===== src/rtl/key_debounce_pkg.sv =====
// Shared state encoding and 50 MHz default timing constants for the key debouncer.
package key_debounce_pkg;

    typedef enum logic [1:0] {
        IDLE      = 2'd0,
        DOWN_FILT = 2'd1,
        HELD      = 2'd2,
        UP_FILT   = 2'd3
    } key_state_e;

    localparam int unsigned DEF_DEBOUNCE_CNT = 1000000;   // 20 ms at 50 MHz
    localparam int unsigned DEF_LONG_CNT     = 50000000;  // 1 s at 50 MHz
    localparam int unsigned DEF_CNT_W        = 26;

    function automatic logic is_pressed_state(input key_state_e s);
        return (s == HELD) || (s == UP_FILT);
    endfunction

endpackage


===== src/rtl/key_debounce_ctrl_sync.sv =====
// Two-flop synchroniser for an asynchronous pin; reset loads a configurable idle level.
module key_sync2 #(
    parameter bit RST_VAL = 1'b1
) (
    input  logic clk,
    input  logic rst,
    input  logic d,
    output logic q
);

    logic sync0_q, sync0_d;
    logic sync1_q, sync1_d;

    always_comb begin
        sync0_d = d;
        sync1_d = sync0_q;
    end

    always_ff @(posedge clk) begin
        if (rst) begin
            sync0_q <= RST_VAL;
            sync1_q <= RST_VAL;
        end else begin
            sync0_q <= sync0_d;
            sync1_q <= sync1_d;
        end
    end

    assign q = sync1_q;

endmodule


===== src/rtl/key_debounce_ctrl.sv =====
// Single-key debounce controller: synchronised input, press/release filter FSM,
// and registered press, release, long-press pulses plus a debounced level.
module key_debounce_ctrl
    import key_debounce_pkg::*;
#(
    parameter int unsigned DEBOUNCE_CNT = DEF_DEBOUNCE_CNT,
    parameter int unsigned LONG_CNT     = DEF_LONG_CNT,
    parameter int unsigned CNT_W        = DEF_CNT_W,
    parameter bit          ACTIVE_LOW   = 1'b1
) (
    input  logic clk,
    input  logic rst,
    input  logic en,
    input  logic key_in,
    output logic key_press,
    output logic key_release,
    output logic key_long,
    output logic key_level
);

    localparam logic [CNT_W-1:0] DEB_LAST  = CNT_W'(DEBOUNCE_CNT - 1);
    localparam logic [CNT_W-1:0] LONG_LAST = CNT_W'(LONG_CNT - 1);

    logic       sync_key;
    logic       key_act;

    key_state_e       state_q, state_d;
    logic [CNT_W-1:0] cnt_q, cnt_d;
    logic [CNT_W-1:0] hold_cnt_q, hold_cnt_d;
    logic             long_done_q, long_done_d;
    logic             press_q, press_d;
    logic             release_q, release_d;
    logic             long_q, long_d;
    logic             level_q, level_d;

    key_sync2 #(
        .RST_VAL (ACTIVE_LOW)
    ) u_sync (
        .clk (clk),
        .rst (rst),
        .d   (key_in),
        .q   (sync_key)
    );

    assign key_act = sync_key ^ ACTIVE_LOW;

    always_comb begin
        state_d     = state_q;
        cnt_d       = cnt_q;
        hold_cnt_d  = hold_cnt_q;
        long_done_d = long_done_q;
        press_d     = 1'b0;
        release_d   = 1'b0;
        long_d      = 1'b0;

        if (!en) begin
            state_d     = IDLE;
            cnt_d       = '0;
            hold_cnt_d  = '0;
            long_done_d = 1'b0;
        end else begin
            case (state_q)
                IDLE: begin
                    if (key_act) begin
                        state_d = DOWN_FILT;
                        cnt_d   = '0;
                    end
                end
                DOWN_FILT: begin
                    if (!key_act) begin
                        state_d = IDLE;
                        cnt_d   = '0;
                    end else if (cnt_q == DEB_LAST) begin
                        state_d     = HELD;
                        cnt_d       = '0;
                        press_d     = 1'b1;
                        hold_cnt_d  = '0;
                        long_done_d = 1'b0;
                    end else begin
                        cnt_d = cnt_q + 1'b1;
                    end
                end
                HELD: begin
                    if (!key_act) begin
                        state_d = UP_FILT;
                        cnt_d   = '0;
                    end else if (!long_done_q) begin
                        // hold_cnt saturates at LONG_LAST; long_done blocks re-firing
                        if (hold_cnt_q == LONG_LAST) begin
                            long_d      = 1'b1;
                            long_done_d = 1'b1;
                        end else begin
                            hold_cnt_d = hold_cnt_q + 1'b1;
                        end
                    end
                end
                UP_FILT: begin
                    if (key_act) begin
                        state_d = HELD;
                    end else if (cnt_q == DEB_LAST) begin
                        state_d   = IDLE;
                        cnt_d     = '0;
                        release_d = 1'b1;
                    end else begin
                        cnt_d = cnt_q + 1'b1;
                    end
                end
                default: begin
                    state_d = IDLE;
                    cnt_d   = '0;
                end
            endcase
        end

        level_d = is_pressed_state(state_d);
    end

    always_ff @(posedge clk) begin
        if (rst) begin
            state_q     <= IDLE;
            cnt_q       <= '0;
            hold_cnt_q  <= '0;
            long_done_q <= 1'b0;
            press_q     <= 1'b0;
            release_q   <= 1'b0;
            long_q      <= 1'b0;
            level_q     <= 1'b0;
        end else begin
            state_q     <= state_d;
            cnt_q       <= cnt_d;
            hold_cnt_q  <= hold_cnt_d;
            long_done_q <= long_done_d;
            press_q     <= press_d;
            release_q   <= release_d;
            long_q      <= long_d;
            level_q     <= level_d;
        end
    end

    assign key_press   = press_q;
    assign key_release = release_q;
    assign key_long    = long_q;
    assign key_level   = level_q;

endmodule


===== config.mk =====
export PLATFORM = sky130hd
export DESIGN_NAME = key_debounce_ctrl
export DESIGN_NICKNAME = d
export VERILOG_FILES = /design/src/rtl/key_debounce_pkg.sv /design/src/rtl/key_debounce_ctrl_sync.sv /design/src/rtl/key_debounce_ctrl.sv
export SDC_FILE = /design/constraint.sdc
export NUM_CORES = 1
export LEC_CHECK = 0
export ABC_AREA = 0
export CAP_MARGIN = 20
export CORE_MARGIN = 2
export CORE_UTILIZATION = 65
export CTS_CLUSTER_DIAMETER = 80
export DETAILED_ROUTE_END_ITERATION = 16
export PLACE_DENSITY = 0.93
export RECOVER_POWER = 100
export SLEW_MARGIN = 0
export SYNTH_ARGS = -nofsm -noshare
export SYNTH_HDL_FRONTEND = slang
export SYNTH_HIERARCHICAL = 1
export SYNTH_SLANG_ARGS = --single-unit

===== constraint.sdc =====
create_clock -name clk -period 3.3 [get_ports clk]
set_input_delay 0.33 -clock clk [delete_from_list [all_inputs] [get_ports clk]]
set_output_delay 0.33 -clock clk [all_outputs]
set_load 0.01 [all_outputs]

==> flow_metrics.tcl, run 1 <==
set metrics [dict create \
    status "finished, final reports clean" \
    min_period_ps 2664 \
    drv_cap 0 \
    worst_setup_path_start_kind "register" \
    netlist_area_mm2 0.002933 \
    viasPerCell 6.430 \
    power_density_mw_per_mm2 428.1 \
    fin_nets 368 \
    final.setup.tns_ps 0 \
    hold_depth 1 \
    first_pass_iters 5 \
    die_w_um 71.17 \
    die_area_mm2 0.005065 \
    antenna_found_initial 0 \
    ant_nets 0 \
    overflow 0 \
    path_common_cell "nor2_1" \
    htree_levels 3 \
    rows 24 \
    start_util 0.6736 \
    slowest_stage "clkbuf_1" \
    grt_pass1_wl_mm 11.47 \
    critPathBufInv 1 \
    hold_viol_final 0 \
    layout_common_cells "dfxtp_1, nor2_1, nand2_1, xnor2_1, nand3_1" \
    cp.arrival_ps 2860 \
    seq_area_frac_synth 0.4164 \
    rsz0062_at_grt "no" \
    rrSetupSlack_ps 640 \
    die_y_um 71.17 \
    final.period_utilization 0.8072 \
    p_int_uw 1059 \
    cts_setup_buffers 0 \
    critPathMaxFanout 17 \
    synth-async-reset-ratio 0 \
    multi_input_area_mm2 0.001630 \
    stdcell_area_mm2 0.003173 \
    drc 0 \
    coreArea_mm2 0.004354 \
    avgSynthCellArea_um2 8.285 \
    antennaDiodeCount 0 \
    cts-root-buf "clkbuf_8" \
    worst_slew_margin_rel 0.4218 \
    path_clk_slew_ps 60 \
    switching_power_uw 299.2 \
    synth_seq_cells 61 \
    gp_congestion 0.9043 \
    hold_buffers 0 \
    clk_latency_ps 340 \
    fin_worst_skew_ps 5.008 \
    path_class "register to register" \
    first_global_vias 2568 \
    layout-drive-gt1-share 0.04087 \
    synth_cells 354 \
    synth_edf_count 0 \
    vias 2694 \
    synth.area.top_cells "dfxtp_1, xnor2_1, nor2_1" \
    leakagePower_uw 0.0009353 \
    required_ps 3500 \
    wirelength_mm 6.739 \
    clock_sinks 61 \
    cp_top_family "simple AND/OR/NAND/NOR gates" \
    endpoint_kind "register" \
    slew_viol_final 0 \
    cts_buffer_depth 2 \
    hold_slack_ps 462.1 \
    placed_area_mm2 0.003028 \
    dp_hpwl_mm 4.532 \
    clkPwrFrac 0.436 \
    irDropWorstVdd_v 0.0003977 \
    synth_nets 360 \
    synth_top_area_cell "dfxtp_1" \
    hp-class "register to register" \
    setup_viol 0 \
    seqPwrFrac 0.545 \
    synth_flop_cell "dfxtp_1" \
    pwr-share-comb 0.019 \
    cts_resized 0 \
    tritoncts "done" \
    synth_top_area_frac 0.4164 \
    area_delta_synth_final_pct 8.191 \
    synth_cell_types 46 \
    grt_max_degree 26 \
    path_cells "ha_1 > and2_0 > nand4_1 > nor2_1 > clkbuf_1 > nor4b_1 > xnor2_1 > nor2_1" \
    worstMarginPinSlew_ps 867.2 \
    io_pins 8 \
    slowest_delay_ps 620 \
    port_buffers 7 \
    max_freq_mhz 375.4 \
    worstSetupPathDepth 8 \
    cts_buffers 9 \
    mostFrequentLayoutCell "dfxtp_1" \
    fillers 291 \
    avgRoutedWirePerCell_um 16.08 \
    r2r_cells 8 \
    drt_iter0_drc 258 \
    gr-usage-all-layers 0.2848 \
    yosysWarnings 6 \
    switching_share 0.2202 \
    seq_area_mm2 0.001221 \
]
## metal layers
metal | up-vias | track usage | routed length (um)
li1 | 1280 | - | -
met1 | 1270 | 0.3486 | 2879
met2 | 119 | 0.4588 | 3193
met3 | 25 | 0.08405 | 451
met4 | 0 | 0.1363 | 214
met5 | - | 0 | 0
## stage by stage
stage               power [uW]  instances  utilization  setup slack (ps)
floorplan                773.3        354            -              1320
global placement         780.3        403       0.6954             921.2
detailed placement       781.4        403       0.6954             814.0
CTS                       1356        419       0.7348             893.8
global route              1388        419       0.7287             413.4
finish                    1358        419       0.7287             636.3
## synth_stat cells (3+ instances only)
| cell | instances |
|---|---|
| dfxtp_1 | 61 |
| a31oi_1 | 3 |
| and3_1 | 7 |
| nand4_1 | 14 |
| nor3_1 | 9 |
| and2_1 | 4 |
| nand2b_1 | 5 |
| nand2_1 | 39 |
| nor3b_1 | 3 |
| or3_1 | 4 |
| xor2_1 | 9 |
| inv_1 | 3 |
| clkbuf_1 | 8 |
| nand3_1 | 21 |
| o21ai_0 | 5 |
| and4_1 | 5 |
| nor2b_1 | 3 |
| nor4_1 | 16 |
| xnor2_1 | 28 |
| a21oi_1 | 12 |
| nor4b_1 | 6 |
| nor2_1 | 57 |
## kinds of logic after synthesis
| kind of cell | share of synthesized area |
|---|---|
| xor+xnor | 0.1105 |
| fa+ha+maj | 0.008531 |
| compound gates | 0.08404 |
| simple gates | 0.3571 |
| buf+inv | 0.02005 |
| mux | 0.003413 |
| flops | 0.4164 |
## worst paths after layout
kind                  start            end
min reg2reg  u_sync/sync0_q       u_sync/q
max reg2reg   hold_cnt_q[0]  hold_cnt_q[8]
max           hold_cnt_q[0]  hold_cnt_q[8]
min          u_sync/sync0_q       u_sync/q
## power groups by stage
stage | logic [uW] | clock network, uW | registers [uW]
floorplan | 18.1 | 0 | 755
global placement | 24.4 | 0 | 756
detailed placement | 25.2 | 0 | 756
CTS | 25.7 | 591 | 740
global route | 28.5 | 620 | 740
finish | 26.1 | 593 | 740
## cell type report
type | count | area share
Clock buffer | 15 | 0.05244
Clock inverter | 1 | 0.001577
Timing Repair Buffer | 8 | 0.02327
Tap cell | 52 | 0.02050
Sequential cell | 61 | 0.3849
Inverter | 3 | 0.003549
Multi-Input combinational cell | 279 | 0.5138
## sequential cells by signal, summed over array words and instances, names as in the netlist
signal and cells:
long_done_q 1, key_level 1, u_sync/q 1, state_q 2, key_release 1, key_press 1
cnt_q 26, u_sync/sync0_q 1, hold_cnt_q 26, key_long 1
Note: power is estimated with default switching activity, not from simulation.
==> inputs of run 2 (changes only) <==
Settings changed: CORE_UTILIZATION 65 to 61, PLACE_DENSITY 0.93 to 0.89.
Clock period 3.3 ns to 2.6 ns, I/O delays scaled along.
==> run 2 against run 1 <==
Utilization is 2.7 points lower. Sequential share of layout area is 1.4 points lower. Routed wire length is 6.1% lower. Cell count is 1.9% higher.
==> flow_metrics.tcl, run 2 (synthesized netlist as in run 1, its figures left out) <==
set metrics [dict create \
    switching_share 0.1966 \
    ant_nets 0 \
    max_freq_mhz 414.9 \
    worst_setup_path_start_kind "register" \
    hold_buffers 0 \
    critPathBufInv 1 \
    cts_setup_buffers 0 \
    viasPerCell 6.042 \
    path_cells "nor4_1 > nand4_1 > or3_1 > nand2_1 > clkbuf_1 > nor2_1" \
    tritoncts "done" \
    clk_latency_ps 330 \
    fin_worst_skew_ps 8.732 \
    final.setup.tns_ps 0 \
    post-route-util 0.7019 \
    dp_slack_ps 453.0 \
    mostFrequentLayoutCell "dfxtp_1" \
    cp.arrival_ps 2620 \
    drt_iter0_drc 171 \
    cts-root-buf "clkbuf_8" \
    rsz0062_at_grt "no" \
    switching_power_uw 394.0 \
    path_clk_slew_ps 70 \
    die_y_um 73.34 \
    largest_registers "cnt_q (26), hold_cnt_q (26), state_q (2)" \
    drc 0 \
    overflow 0 \
    slowest_delay_ps 480 \
    gp_congestion 0.8823 \
    io_pins 8 \
    leakagePower_uw 0.0009889 \
    irDropWorstVdd_v 0.0003711 \
    required_ps 2810 \
    hold_depth 1 \
    path_class "register to register" \
    hold_viol_final 0 \
    worstSetupPathDepth 6 \
    grt_max_degree 20 \
    dp_hpwl_mm 4.421 \
    clock_sinks 61 \
    endpoint_kind "register" \
    p_int_uw 1610 \
    setup_viol 0 \
    seqPwrFrac 0.468 \
    clkPwrFrac 0.514 \
    pwr-share-comb 0.018 \
    grt_pass1_wl_mm 10.84 \
    wirelength_mm 6.327 \
    first_pass_iters 5 \
    cts_resized 0 \
    layout_common_cells "dfxtp_1, nor2_1, nand2_1, xnor2_1, nand3_1" \
    power_density_mw_per_mm2 608.4 \
    port_buffers 7 \
    antennaDiodeCount 0 \
    die_area_mm2 0.005379 \
    coreArea_mm2 0.004692 \
    worst_slew_margin_rel 0.5283 \
    cp_top_family "simple AND/OR/NAND/NOR gates" \
    hp-class "register to register" \
    die_w_um 73.34 \
    first_global_vias 2479 \
    setup_ws_ps 189.6 \
    drv_cap 0 \
    r2r_cells 6 \
    area_delta_synth_final_pct 12.29 \
    rows 25 \
    antenna_found_initial 0 \
    gr-usage-all-layers 0.2604 \
    min_period_ps 2410 \
    avgRoutedWirePerCell_um 14.82 \
    critPathMaxFanout 11 \
    worstMarginPinSlew_ps 701.1 \
    cts_buffer_depth 2 \
    layout-drive-gt1-share 0.06166 \
    start_util 0.6251 \
    slew_viol_final 0 \
    fin_nets 374 \
    vias 2580 \
    status "finished, final reports clean" \
    cts_buffers 9 \
    htree_levels 3 \
    final.period_utilization 0.9271 \
    slowest_stage "or3_1" \
    fillers 361 \
]
==> run 2: cell count changes in the layout (fill, tap and decap cells not counted) <==
cell        delta
or2_1          +1
bufinv_16      +3
o21ai_0        +1
buf_4          +4
clkbuf_8       -1
o21a_4         +1
clkbuf_1       -2
o21a_1         -1
o21ai_2        -1
clkinvlp_4     +2
or2_0          -1
==> run 2: layer usage <==
metal	wire, um	track usage	vias up
met2	3222	0.4605	81
met3	334	0.05350	10
li1	-	-	1290
met1	2670	0.2996	1199
met5	0	0	-
met4	99	0.1212	0
==> run 2: final timing paths <==
path | startpoint | slack [ps] | end
worst max register to register | cnt_q[25] | 190 | hold_cnt_q[24]
worst min-delay path | u_sync/sync0_q | 400 | u_sync/q
worst max-delay path | cnt_q[25] | 190 | hold_cnt_q[24]
worst min register to register | u_sync/sync0_q | 400 | u_sync/q
==> run 2: stage by stage <==
stage | instance area, um^2 | hold WS (ps) | instances | power (uW)
6_report | 3293 | 404.1 | 427 | 2004
5_1_grt | 3293 | 420.0 | 427 | 2070
4_1_cts | 3323 | 403.9 | 427 | 2024
3_5_place_dp | 3075 | 388.6 | 411 | 996.1
3_3_place_gp | 3075 | 389.3 | 411 | 995.7
2_1_floorplan | 2933 | 357.1 | 354 | 981.5
==> run 2: layout make-up <==
| class | count | area (um^2) | share of cell area |
|---|---|---|---|
| Multi-Input combinational cell | 279 | 1634 | 0.4962 |
| Inverter | 3 | 11.26 | 0.003419 |
| Sequential cell | 61 | 1221 | 0.3708 |
| Tap cell | 54 | 67.56 | 0.02052 |
| Timing Repair Buffer | 14 | 111.4 | 0.03381 |
| Clock inverter | 6 | 110.1 | 0.03343 |
| Clock buffer | 10 | 137.6 | 0.04179 |
==> run 2: power groups by stage <==
| stage | Sequential (uW) | Clock, uW | Combinational [uW] |
|---|---|---|---|
| after floorplan | 959 | 0 | 23.0 |
| after global placement | 959 | 0 | 36.3 |
| after detailed placement | 959 | 0 | 36.7 |
| after CTS | 938 | 1050 | 36.8 |
| after global routing | 938 | 1090 | 38.7 |
| final | 938 | 1030 | 35.4 |
